===== config.mk =====
export PLATFORM = sky130hd
export DESIGN_NAME = clock_set_ctrl
export DESIGN_NICKNAME = d
export VERILOG_FILES = /design/src/rtl/clock_set_ctrl.sv
export SDC_FILE = /design/constraint.sdc
export NUM_CORES = 1
export LEC_CHECK = 0
export BUFFER_PORTS_ARGS = -buffer_cell sky130_fd_sc_hd__buf_4
export CAP_MARGIN = 0
export CORE_UTILIZATION = 35
export CTS_BUF_LIST = sky130_fd_sc_hd__clkbuf_4 sky130_fd_sc_hd__clkbuf_8 sky130_fd_sc_hd__clkbuf_16
export CTS_CLUSTER_DIAMETER = 80
export CTS_CLUSTER_SIZE = 20
export DETAILED_ROUTE_END_ITERATION = 10
export HOLD_SLACK_MARGIN = 0.1
export PLACE_DENSITY = 0.47
export SETUP_SLACK_MARGIN = 0.1
export SKIP_LAST_GASP = 1
export SYNTH_ARGS = -nofsm -noshare
export SYNTH_HDL_FRONTEND = slang
export SYNTH_SLANG_ARGS = --single-unit

===== constraint.sdc =====
create_clock -name clk -period 3 [get_ports clk]
set_input_delay 0.3 -clock clk [delete_from_list [all_inputs] [get_ports clk]]
set_output_delay 0.3 -clock clk [all_outputs]
set_load 0.1 [all_outputs]

===== src/rtl/clock_set_ctrl.sv =====
// Set-button front end for the clock counter chain: 1 Hz enable prescaler plus
// synchronized, debounced, auto-repeating hour/minute advance pulses.

module clock_set_btn #(
  parameter int DB_CYC  = 1_000_000,
  parameter int RPT_DLY = 50_000_000,
  parameter int RPT_PER = 25_000_000
) (
  input  logic clk,
  input  logic rst,
  input  logic btn,
  output logic adv,
  output logic held_nxt
);
  localparam int DB_W    = $clog2(DB_CYC + 1);
  localparam int RPT_MAX = (RPT_DLY > RPT_PER) ? RPT_DLY : RPT_PER;
  localparam int RPT_W   = $clog2(RPT_MAX + 1);

  localparam logic [1:0] IDLE   = 2'd0;
  localparam logic [1:0] DB_ON  = 2'd1;
  localparam logic [1:0] HELD   = 2'd2;
  localparam logic [1:0] REPEAT = 2'd3;

  logic             s1, s;
  logic [1:0]       state, state_n;
  logic [DB_W-1:0]  db_cnt, db_n, lo_cnt, lo_n;
  logic [RPT_W-1:0] rpt_cnt, rpt_n, rpt_inc, rpt_lim;
  logic             adv_n;

  assign rpt_inc  = rpt_cnt + 1'b1;
  assign rpt_lim  = (state == HELD) ? RPT_W'(RPT_DLY) : RPT_W'(RPT_PER);
  // HELD and REPEAT share state[1]; this is the "pressed" view for setting
  assign held_nxt = state_n[1];

  always_comb begin
    state_n = state;
    db_n    = db_cnt;
    lo_n    = lo_cnt;
    rpt_n   = rpt_cnt;
    adv_n   = 1'b0;
    case (state)
      IDLE: if (s) begin
        state_n = DB_ON;
        db_n    = DB_W'(1);
      end
      DB_ON: begin
        if (!s) begin
          state_n = IDLE;
          db_n    = '0;
        end else if (db_cnt == DB_W'(DB_CYC)) begin
          state_n = HELD;
          adv_n   = 1'b1;
          rpt_n   = '0;
          lo_n    = '0;
        end else begin
          db_n = db_cnt + 1'b1;
        end
      end
      default: begin
        // a completed low run wins over a repeat pulse due on the same edge
        if (!s && lo_cnt == DB_W'(DB_CYC)) begin
          state_n = IDLE;
          db_n    = '0;
          lo_n    = '0;
          rpt_n   = '0;
        end else begin
          lo_n = s ? '0 : lo_cnt + 1'b1;
          if (rpt_inc == rpt_lim) begin
            state_n = REPEAT;
            adv_n   = 1'b1;
            rpt_n   = '0;
          end else begin
            rpt_n = rpt_inc;
          end
        end
      end
    endcase
  end

  always_ff @(posedge clk) begin
    if (rst) begin
      s1      <= 1'b0;
      s       <= 1'b0;
      state   <= IDLE;
      db_cnt  <= '0;
      lo_cnt  <= '0;
      rpt_cnt <= '0;
      adv     <= 1'b0;
    end else begin
      s1      <= btn;
      s       <= s1;
      state   <= state_n;
      db_cnt  <= db_n;
      lo_cnt  <= lo_n;
      rpt_cnt <= rpt_n;
      adv     <= adv_n;
    end
  end
endmodule

module clock_set_ctrl #(
  parameter int CLK_DIV = 100_000_000,
  parameter int DB_CYC  = 1_000_000,
  parameter int RPT_DLY = 50_000_000,
  parameter int RPT_PER = 25_000_000
) (
  input  logic clk,
  input  logic rst,
  input  logic btn_hr,
  input  logic btn_min,
  output logic enb,
  output logic adv_hr,
  output logic adv_min,
  output logic setting
);
  localparam int NUM_LANES = 2;
  localparam int DIV_W     = $clog2(CLK_DIV + 1);

  logic [NUM_LANES-1:0] btn, adv, held_nxt;
  logic [DIV_W-1:0]     div_cnt;
  logic                 hold;

  assign btn     = {btn_min, btn_hr};
  assign adv_hr  = adv[0];
  assign adv_min = adv[1];

  for (genvar i = 0; i < NUM_LANES; i++) begin : g_btn
    clock_set_btn #(
      .DB_CYC (DB_CYC),
      .RPT_DLY(RPT_DLY),
      .RPT_PER(RPT_PER)
    ) u_btn (
      .clk     (clk),
      .rst     (rst),
      .btn     (btn[i]),
      .adv     (adv[i]),
      .held_nxt(held_nxt[i])
    );
  end

  // Freeze from the edge setting rises through the edge it falls, so enb can't
  // share a cycle with the first adv and restarts a full period after release.
  assign hold = setting | (|held_nxt);

  always_ff @(posedge clk) begin
    if (rst) begin
      div_cnt <= '0;
      enb     <= 1'b0;
      setting <= 1'b0;
    end else begin
      setting <= |held_nxt;
      if (hold) begin
        div_cnt <= '0;
        enb     <= 1'b0;
      end else if (div_cnt == DIV_W'(CLK_DIV - 1)) begin
        div_cnt <= '0;
        enb     <= 1'b1;
      end else begin
        div_cnt <= div_cnt + 1'b1;
        enb     <= 1'b0;
      end
    end
  end
endmodule

# ---- Yosys cells after proc, flatten, opt, wreduce, memory -nomap -nowiden
# Cells that the tools add are included.
dict set report classes {
  n_addsub 7
  eq_ne 21
  muxes 55
  bitwise_logic 3
  reduce_logical 19
}
# cell count
set op_table {}
lappend op_table {{$mux W20} 16}
lappend op_table {{$mux W26} 10}
lappend op_table {{$pmux W20 S2} 4}
lappend op_table {{$pmux W26 S2} 2}
lappend op_table {{$add A20 B1 Y20 const B} 4}
lappend op_table {{$eq A20 B20 Y1 const B} 4}
lappend op_table {{$add A26 B1 Y26 const B} 2}
lappend op_table {{$eq A26 B26 Y1} 2}
lappend op_table {{$add A27 B1 Y27 const B} 1}
lappend op_table {{$eq A27 B27 Y1 const B} 1}
lappend op_table {{$mux W2} 10}
lappend op_table {{$reduce_and A3 Y1} 6}
lappend op_table {{$ne A2 B1 Y1 const B} 6}
lappend op_table {{$ne A3 B3 Y1 const B} 4}
lappend op_table {{$mux W1} 9}
lappend op_table {{$pmux W2 S2} 2}
lappend op_table {{$reduce_bool A4 Y1} 2}
lappend op_table {{$reduce_bool A3 Y1} 2}
lappend op_table {{$eq A2 B1 Y1 const B} 2}
lappend op_table {{$eq A2 B2 Y1 const B} 2}
lappend op_table {{$logic_not A2 Y1} 2}
lappend op_table {{$pmux W1 S2} 2}
lappend op_table {{$reduce_or A2 Y1} 2}
lappend op_table {{$reduce_or A3 Y1} 1}
lappend op_table {{4 further kinds} 7}
dict set report word_totals {
  ff_bits 171
  input_bits 4
  elab_cells 124
}

# ---- Longest topological paths before layout
# Gate-level depths: netlist of the first run.
dict set report depth {
  word_depth 9
  ltp_mapped 12
}

# ---- Cells and area by module
# From an unflattened synthesis of the first run, not the netlist that was laid out.
dict set report hier_totals {
  hier_cells 1245
  hier_area_um2 9953.3
}
# module n_inst cells_each area_each_um2 seq_area_each_um2
set by_module_without_submodules {}
lappend by_module_without_submodules {{clock_set_btn (g_btn[0].u_btn)} 1 557 4381.7 1421.4}
lappend by_module_without_submodules {{clock_set_btn (g_btn[1].u_btn)} 1 532 4239.1 1421.4}
lappend by_module_without_submodules {clock_set_ctrl 1 156 1332.5 580.6}

# ---- Least setup slack after synthesis of the first run
# Ideal clock, no wire load.
dict set report synth_path {
  path_kind {register -> register}
  start {reg g_btn[1].u_btn.rpt_cnt[12]}
  end {reg g_btn[1].u_btn.rpt_cnt[8]}
  setup_ns 0.117
  arrival_ns 3.082
  required_ns 2.883
  slack_ns -0.199
  stages_incl_launch_ff 10
  n_path_buf 2
  synth_period_minus_slack_ns 3.199
  path_cell_list {dfxtp_1 clkbuf_1 nand4_1 or4_4 or3_4 xnor2_2 or4_4 a2111o_1 buf_2 a32o_1}
}
dict set report synth_via {
  elab_chain_cells 5
}
# element line
set synth_lines {}
lappend synth_lines {{from (decl)} 27} ;# logic [RPT_W-1:0] rpt_cnt, rpt_n, rpt_inc, rpt_lim;
lappend synth_lines {{from (signal assigned)} 95} ;# rpt_cnt <= rpt_n;
lappend synth_lines {{$add A26 B1 Y26} 30} ;# assign rpt_inc = rpt_cnt + 1'b1;
lappend synth_lines {{$eq A26 B26 Y1} 68} ;# if (rpt_inc == rpt_lim) begin
lappend synth_lines {{$mux W26} 68}
lappend synth_lines {{$mux W26} 61} ;# if (!s && lo_cnt == DB_W'(DB_CYC)) begin
lappend synth_lines {{$pmux W26 S2} 41} ;# case (state)
# Every way passes these cells.
# A chain may end at the register's enable or synchronous reset.

# ---- Worst setup path after layout of the first run
dict set report layout_path {
  start {reg g_btn[1].u_btn.rpt_cnt[11]}
  end {reg g_btn[1].u_btn.rpt_cnt[9]}
}
# The elaborated chain is that of the path after synthesis.

==> results of run 1 <==
==> state kept, by name, indices dropped and copies added, names as in the netlist <==
name                 cells
g_btn.u_btn.rpt_cnt     52
g_btn.u_btn.db_cnt      40
g_btn.u_btn.lo_cnt      40
div_cnt                 27
g_btn.u_btn.state        4
g_btn.u_btn.adv          2
g_btn.u_btn.s            2
g_btn.u_btn.s1           2
enb                      1
setting                  1
==> worst max-delay path, delay by kind of cell (launching register included) <==
family          cells  cell delay (ns)
xor+xnor            1             0.15
mux                 1             0.09
buf+inv             1             0.19
flops               1             0.36
simple gates        4             1.49
compound gates      2             0.68
==> routing by layer <==
| metal | wire length [um] | track usage | up-vias |
|---|---|---|---|
| met2 | 11100 | 0.297 | 118 |
| met4 | 235 | 0.0484 | 0 |
| met3 | 654 | 0.0260 | 13 |
| met5 | 0 | 0 | - |
| li1 | - | - | 4456 |
| met1 | 12000 | 0.243 | 4061 |
==> power groups by stage <==
stage | logic, mW | clock network (mW) | registers [mW]
2_1_floorplan | 0.0670 | 0 | 2.34
3_3_place_gp | 0.0977 | 0 | 2.34
3_5_place_dp | 0.0976 | 0 | 2.34
4_1_cts | 0.0998 | 2.37 | 2.29
5_1_grt | 0.109 | 2.45 | 2.29
6_report | 0.0969 | 2.30 | 2.29
==> through the flow <==
stage | power [mW] | instances | util
after floorplan | 2.40 | 1190 | -
after global placement | 2.44 | 1559 | 0.393
after detailed placement | 2.44 | 1559 | 0.393
after CTS | 4.75 | 1594 | 0.419
after global routing | 4.85 | 1595 | 0.422
final | 4.68 | 1595 | 0.422
==> final timing paths <==
kind	cells after the start	slack [ns]	to	start
max	9	-0.08	g_btn[1].u_btn.rpt_cnt[9]$_SDFFE_PP0P_	g_btn[1].u_btn.rpt_cnt[11]$_SDFFE_PP0P_
max reg2reg	9	-0.08	g_btn[1].u_btn.rpt_cnt[9]$_SDFFE_PP0P_	g_btn[1].u_btn.rpt_cnt[11]$_SDFFE_PP0P_
min reg2reg	1	0.44	div_cnt[0]$_SDFF_PP0_	div_cnt[0]$_SDFF_PP0_
min	2	0.25	g_btn[1].u_btn.lo_cnt[16]$_SDFFE_PP0P_	rst
==> repair_timing <==
item	CTS	global route
gates resized for setup	7	17
hold buffers	2	0
hold endpoints to repair	2	0
cloned	0	0
setup buffers	1	1
pin swaps	2	4
endpoints found under the setup margin	26	50
==> area by class of cell <==
| type | instances | area, um^2 |
|---|---|---|
| Clock buffer | 17 | 425 |
| Clock inverter | 15 | 191 |
| Fill cell | 2696 | 15100 |
| Inverter | 32 | 120 |
| Multi-Input combinational cell | 919 | 5600 |
| Sequential cell | 171 | 3430 |
| Tap cell | 335 | 419 |
| Timing Repair Buffer | 106 | 841 |
==> Yosys cell counts, types with 8 or more instances <==
cell type    n
a21oi_1     65
a311oi_1    21
a31oi_1     17
and2_1      12
and3_1      26
and4_1      14
buf_2       11
clkbuf_1    53
dfxtp_1    171
ha_1        11
inv_1       32
nand2_1    124
nand3_1     84
nand3b_1    10
nand4_1     45
nand4b_1     8
nor2_1     139
nor2b_1     11
nor3_1      35
nor4_1      17
nor4b_1      8
o21ai_0     51
o22ai_1     10
or3_1       18
or4_1        9
xnor2_1     27
xor2_1      51
==> cells by family (layout without fill, tap and decap cells) <==
| logic type | Yosys count | count (layout) |
|---|---|---|
| AOI/OAI and AO/OA | 230 | 230 |
| muxes | 7 | 7 |
| and+or+nand+nor | 592 | 592 |
| xor gates and xnor gates | 79 | 79 |
| DFF | 171 | 171 |
| adders and majority gates | 11 | 11 |
| buffers and inverters | 100 | 170 |
==> flow_metrics.py, run 1 <==
metrics = {
    "run_status": {
        "outcome": "finished, violations left",
        "violations": "setup timing",
    },
    "synth": {
        "yosys-top-cells-area": "dfxtp_1 37%, nor2_1 5.6%, nand2_1 5.0%",
        "synth.area.mux_share": 0.00751,
        "synth_enable_flop_cells": 0,
        "synth-compound-area-share": 0.160,
        "yosys_warnings": 0,
        "synthCells": 1190,
        "synthSimpleGateAreaFrac": 0.333,
        "synth_area_mm2": 0.00933,
        "yosysSeqAreaShare": 0.367,
        "yosys.area.top_type": "dfxtp_1",
        "syn-num-nets": 1205,
        "synthFlopType": "dfxtp_1",
        "synth_top_cell_area_share": 0.367,
        "synth_xor_area_frac": 0.0750,
        "synth_top_family_by_area": "simple AND/OR/NAND/NOR gates",
        "ys_ff_latch": 171,
        "postSynthAreaPerCell_um2": 7.84,
        "synth.distinct_cells": 75,
        "async_reset_ff_frac": 0,
        "synthAdderAreaFrac": 0.0148,
    },
    "place": {
        "place.gp.congestion": 0.813,
        "place_ws_ns": -0.0272,
        "dp_hpwl_um": 16700,
        "io_buffers": 7,
        "placed_area_mm2": 0.0103,
    },
    "detailed_routing": {
        "drc_errors": 0,
        "viasPerCell": 5.42,
        "wire_per_inst_um": 15.0,
        "dr.pass1.iters": 5,
        "antenna_left": 0,
        "drtIter0Drc": 622,
        "vias": 8648,
        "drt_wl_total_um": 23900,
    },
    "worst_setup_path": {
        "cp.required_ns": 3.31,
        "path_max_fanout": 15,
        "critical_path_class": "flop to flop",
        "crit_chain": "nand4_4, or4_4, or3_4, xnor2_2, or4_4, a2111o_1, buf_12, a31oi_1, mux2i_1",
        "end_kind": "flop",
        "slowest_stage": "or4_4",
        "cp.arrival_ns": 3.39,
        "cpPeakStageDelay_ns": 0.56,
        "start_kind": "flop",
        "path_common_cell": "or4_4",
    },
    "global_routing": {
        "antenna_found_initial": 0,
        "grt_max_degree": 27,
        "grt_pass1_wl_um": 39700,
        "grt_pass1_vias": 7846,
        "grtUsageTotal": 0.180,
        "overflow": 0,
    },
    "layout": {
        "fin_nets": 1262,
        "drive_gt1_frac": 0.144,
        "area_growth_pct": 18.3,
        "final_cell_mix": "164 x dfxtp_1, 139 x nor2_1, 123 x nand2_1",
        "final_common_cell": "dfxtp_1",
        "antenna_cells": 0,
        "finalInstanceArea_mm2": 0.0110,
    },
    "power": {
        "power.leakage_nw": 3.74,
        "p_switching_mw": 1.16,
        "seq_power_share": 0.489,
        "combPwrFrac": 0.021,
        "p_sw_frac": 0.248,
        "p_clk_frac": 0.491,
        "power_density_mw_per_mm2": 424,
        "internal-power_mw": 3.52,
        "vdd.ir_drop.worst_mv": 0.307,
    },
    "timing": {
        "setup_viol": 14,
        "worst_pin_slew_ns": 1.04,
        "post-route-period-util": 1.03,
        "fin_hold_ws_ns": 0.249,
        "finalWorstSetupSlack_ns": -0.0818,
        "slew_headroom": 0.306,
        "clock_skew_ns": 0.0175,
        "grt_setup_unrepaired": "yes",
        "finalHoldViolCount": 0,
        "report.final.slew_viol_count": 0,
        "tns_ns": -0.523,
        "fmax_mhz": 324,
        "finalCriticalPeriod_ns": 3.08,
    },
    "clock_network": {
        "cts_max_path_buffers": 2,
        "cts_tree": "done",
        "clk_pin_slew_worst_paths_ns": 0.07,
        "numCtsBuffers": 17,
        "clock_sinks": 171,
        "root_buffer": "clkbuf_16",
        "clk_latency_ns": 0.44,
        "htree_levels": 4,
    },
    "run": {
        "max_cap_viol_count": 0,
    },
    "floorplan": {
        "dieArea_mm2": 0.0273,
        "io_pins": 8,
        "die_x_um": 165,
        "die_h_um": 165,
        "core-area_mm2": 0.0261,
        "std_cell_rows": 59,
        "start_util": 0.357,
    },
    "hold_path": {
        "hold_class": "input pin to flop",
    },
}
No activity file was read; power rests on OpenSTA's default activity.
==> run 2, diff against run 1 <==
- PLACE_DENSITY: 0.47 -> 0.45
- SKIP_CTS_REPAIR_TIMING: unset -> 1
- clock period: 3 -> 3.45 ns (I/O delays scaled with it)
==> flow_metrics.py, run 2 (synthesis gave the netlist of run 1 again) <==
metrics = {
    "detailed_routing": {
        "antenna_left": 0,
        "drtIter0Drc": 478,
        "viasPerCell": 5.41,
        "vias": 8376,
        "drt_wl_total_um": 23500,
        "wire_per_inst_um": 15.2,
        "drc_errors": 0,
        "dr.pass1.iters": 5,
    },
    "worst_setup_path": {
        "reg2reg_from": "g_btn[1].u_btn.rpt_cnt[5]$_SDFFE_PP0P_",
        "cpPeakStageDelay_ns": 0.54,
        "worst_r2r_path_depth": 9,
        "path_max_fanout": 15,
        "path_common_cell": "or4_4",
        "end_kind": "flop",
        "r2r_end": "g_btn[1].u_btn.rpt_cnt[2]$_SDFFE_PP0P_",
        "cp.arrival_ns": 3.49,
        "start_kind": "flop",
        "startpoint": "g_btn[1].u_btn.rpt_cnt[5]$_SDFFE_PP0P_",
        "cp.required_ns": 3.76,
        "crit_chain": "nand4_2, or4_4, or3_4, xnor2_2, or4_4, a2111o_1, buf_4, a31oi_1, mux2i_1",
        "critical_path_class": "flop to flop",
        "crit_end": "g_btn[1].u_btn.rpt_cnt[2]$_SDFFE_PP0P_",
        "slowest_stage": "or4_4",
        "rrSetupSlack_ns": 0.27,
    },
    "hold_path": {
        "hold_start": "btn_hr",
        "hold_class": "input pin to flop",
    },
    "layout": {
        "final_cell_count_no_fill": 1547,
        "fin_nets": 1214,
        "drive_gt1_frac": 0.0974,
        "final_common_cell": "dfxtp_1",
        "finalInstanceArea_mm2": 0.0106,
        "area_growth_pct": 13.3,
        "final_cell_mix": "166 x dfxtp_1, 138 x nor2_1, 124 x nand2_1",
        "n_fill_cell": 2731,
        "seq_area_mm2": 0.00343,
        "largest_reg_flops": 52,
        "multi_input_area_mm2": 0.00551,
        "largest_registers": "g_btn.u_btn.rpt_cnt x52, g_btn.u_btn.db_cnt x40, g_btn.u_btn.lo_cnt x40",
        "antenna_cells": 0,
        "top_register": "g_btn.u_btn.rpt_cnt",
    },
    "timing": {
        "finalCriticalPeriod_ns": 3.18,
        "grt_setup_unrepaired": "yes",
        "slew_headroom": 0.220,
        "post-route-period-util": 0.923,
        "fin_hold_ws_ns": 0.129,
        "finalHoldViolCount": 0,
        "clock_skew_ns": 0.0231,
        "setup_viol": 0,
        "worst_pin_slew_ns": 1.17,
        "fmax_mhz": 314,
        "report.final.slew_viol_count": 0,
        "tns_ns": 0,
    },
    "floorplan": {
        "core-area_mm2": 0.0261,
        "die_h_um": 165,
        "std_cell_rows": 59,
        "start_util": 0.357,
        "die_x_um": 165,
        "io_pins": 8,
        "dieArea_mm2": 0.0273,
    },
    "power": {
        "power.leakage_nw": 3.46,
        "vdd.ir_drop.worst_mv": 0.267,
        "power_density_mw_per_mm2": 390,
        "total_power_mw": 4.12,
    },
    "clock_network": {
        "clk_pin_slew_worst_paths_ns": 0.08,
        "numCtsBuffers": 17,
        "cts_tree": "done",
        "root_buffer": "clkbuf_16",
        "clk_latency_ns": 0.44,
        "cts_max_path_buffers": 2,
        "htree_levels": 4,
        "clock_sinks": 171,
    },
    "global_routing": {
        "grt_max_degree": 31,
        "grt_pass1_wl_um": 39600,
        "grtUsageTotal": 0.180,
        "antenna_found_initial": 0,
        "overflow": 0,
        "grt_pass1_vias": 7802,
    },
    "place": {
        "io_buffers": 7,
        "dp_hpwl_um": 16200,
        "placed_area_mm2": 0.00990,
        "dp.cells": 1515,
        "place.gp.congestion": 0.803,
    },
    "run": {
        "max_cap_viol_count": 0,
    },
    "run_status": {
        "outcome": "completed",
    },
}
==> run 2: cell types whose count changed in the layout (fill, tap and decap cells not counted), sizes merged <==
cell,delta
buf,-46
clkinv,+4
clkinvlp,-1
dlygate4sd3,-2
inv,-3
==> run 2: routing by layer <==
metal	routed length (um)	track usage	vias to the layer above
met5	0	0	-
met4	291	0.0509	0
met3	565	0.0290	23
met2	10800	0.295	93
met1	11800	0.242	3905
li1	-	-	4355
==> run 2: worst min-delay path by stage <==
stage / slack (ns) / depth (start not counted) / endpoint
3_3_place_gp: 0.43 / 1 / g_btn[0].u_btn.s$_SDFF_PP0_
6_report: 0.13 / 2 / g_btn[0].u_btn.s1$_SDFF_PP0_
2_1_floorplan: 0.41 / 1 / div_cnt[0]$_SDFF_PP0_
4_1_cts: 0.11 / 2 / g_btn[0].u_btn.s1$_SDFF_PP0_
5_1_grt: 0.11 / 2 / g_btn[0].u_btn.s1$_SDFF_PP0_
3_5_place_dp: 0.42 / 1 / g_btn[0].u_btn.s$_SDFF_PP0_
==> run 2: per-stage QoR <==
| stage | util | worst slack, ns |
|---|---|---|
| 3_5_place_dp | 0.379 | 0.217 |
| 2_1_floorplan | - | 0.251 |
| 5_1_grt | 0.404 | 0.0922 |
| 6_report | 0.404 | 0.266 |
| 4_1_cts | 0.404 | 0.178 |
| 3_3_place_gp | 0.379 | 0.240 |
==> run 2: critical path: cells and delay by family, from the launching register on <==
kind | cells | cell delay (ns)
flip-flops | 1 | 0.38
XOR/XNOR | 1 | 0.15
AO/OA/AOI/OAI | 2 | 0.62
AND/OR/NAND/NOR | 4 | 1.59
buffers and inverters | 1 | 0.22
multiplexers | 1 | 0.09
==> run 2: power by group <==
group | internal [mW] | switching (mW)
clock | 1.07 | 0.987
sequential | 1.98 | 0.00768
combinational | 0.0251 | 0.0542
total | 3.07 | 1.05
==> run 2: area by class of cell <==
type                    instances  share of cell area
clock buffers                  17              0.0403
well taps                     335              0.0397
clock inverters                15              0.0209
repair buffers                 58              0.0412
flip-flops and latches        171               0.325
multi-input cells             919               0.522
inverters                      32              0.0114
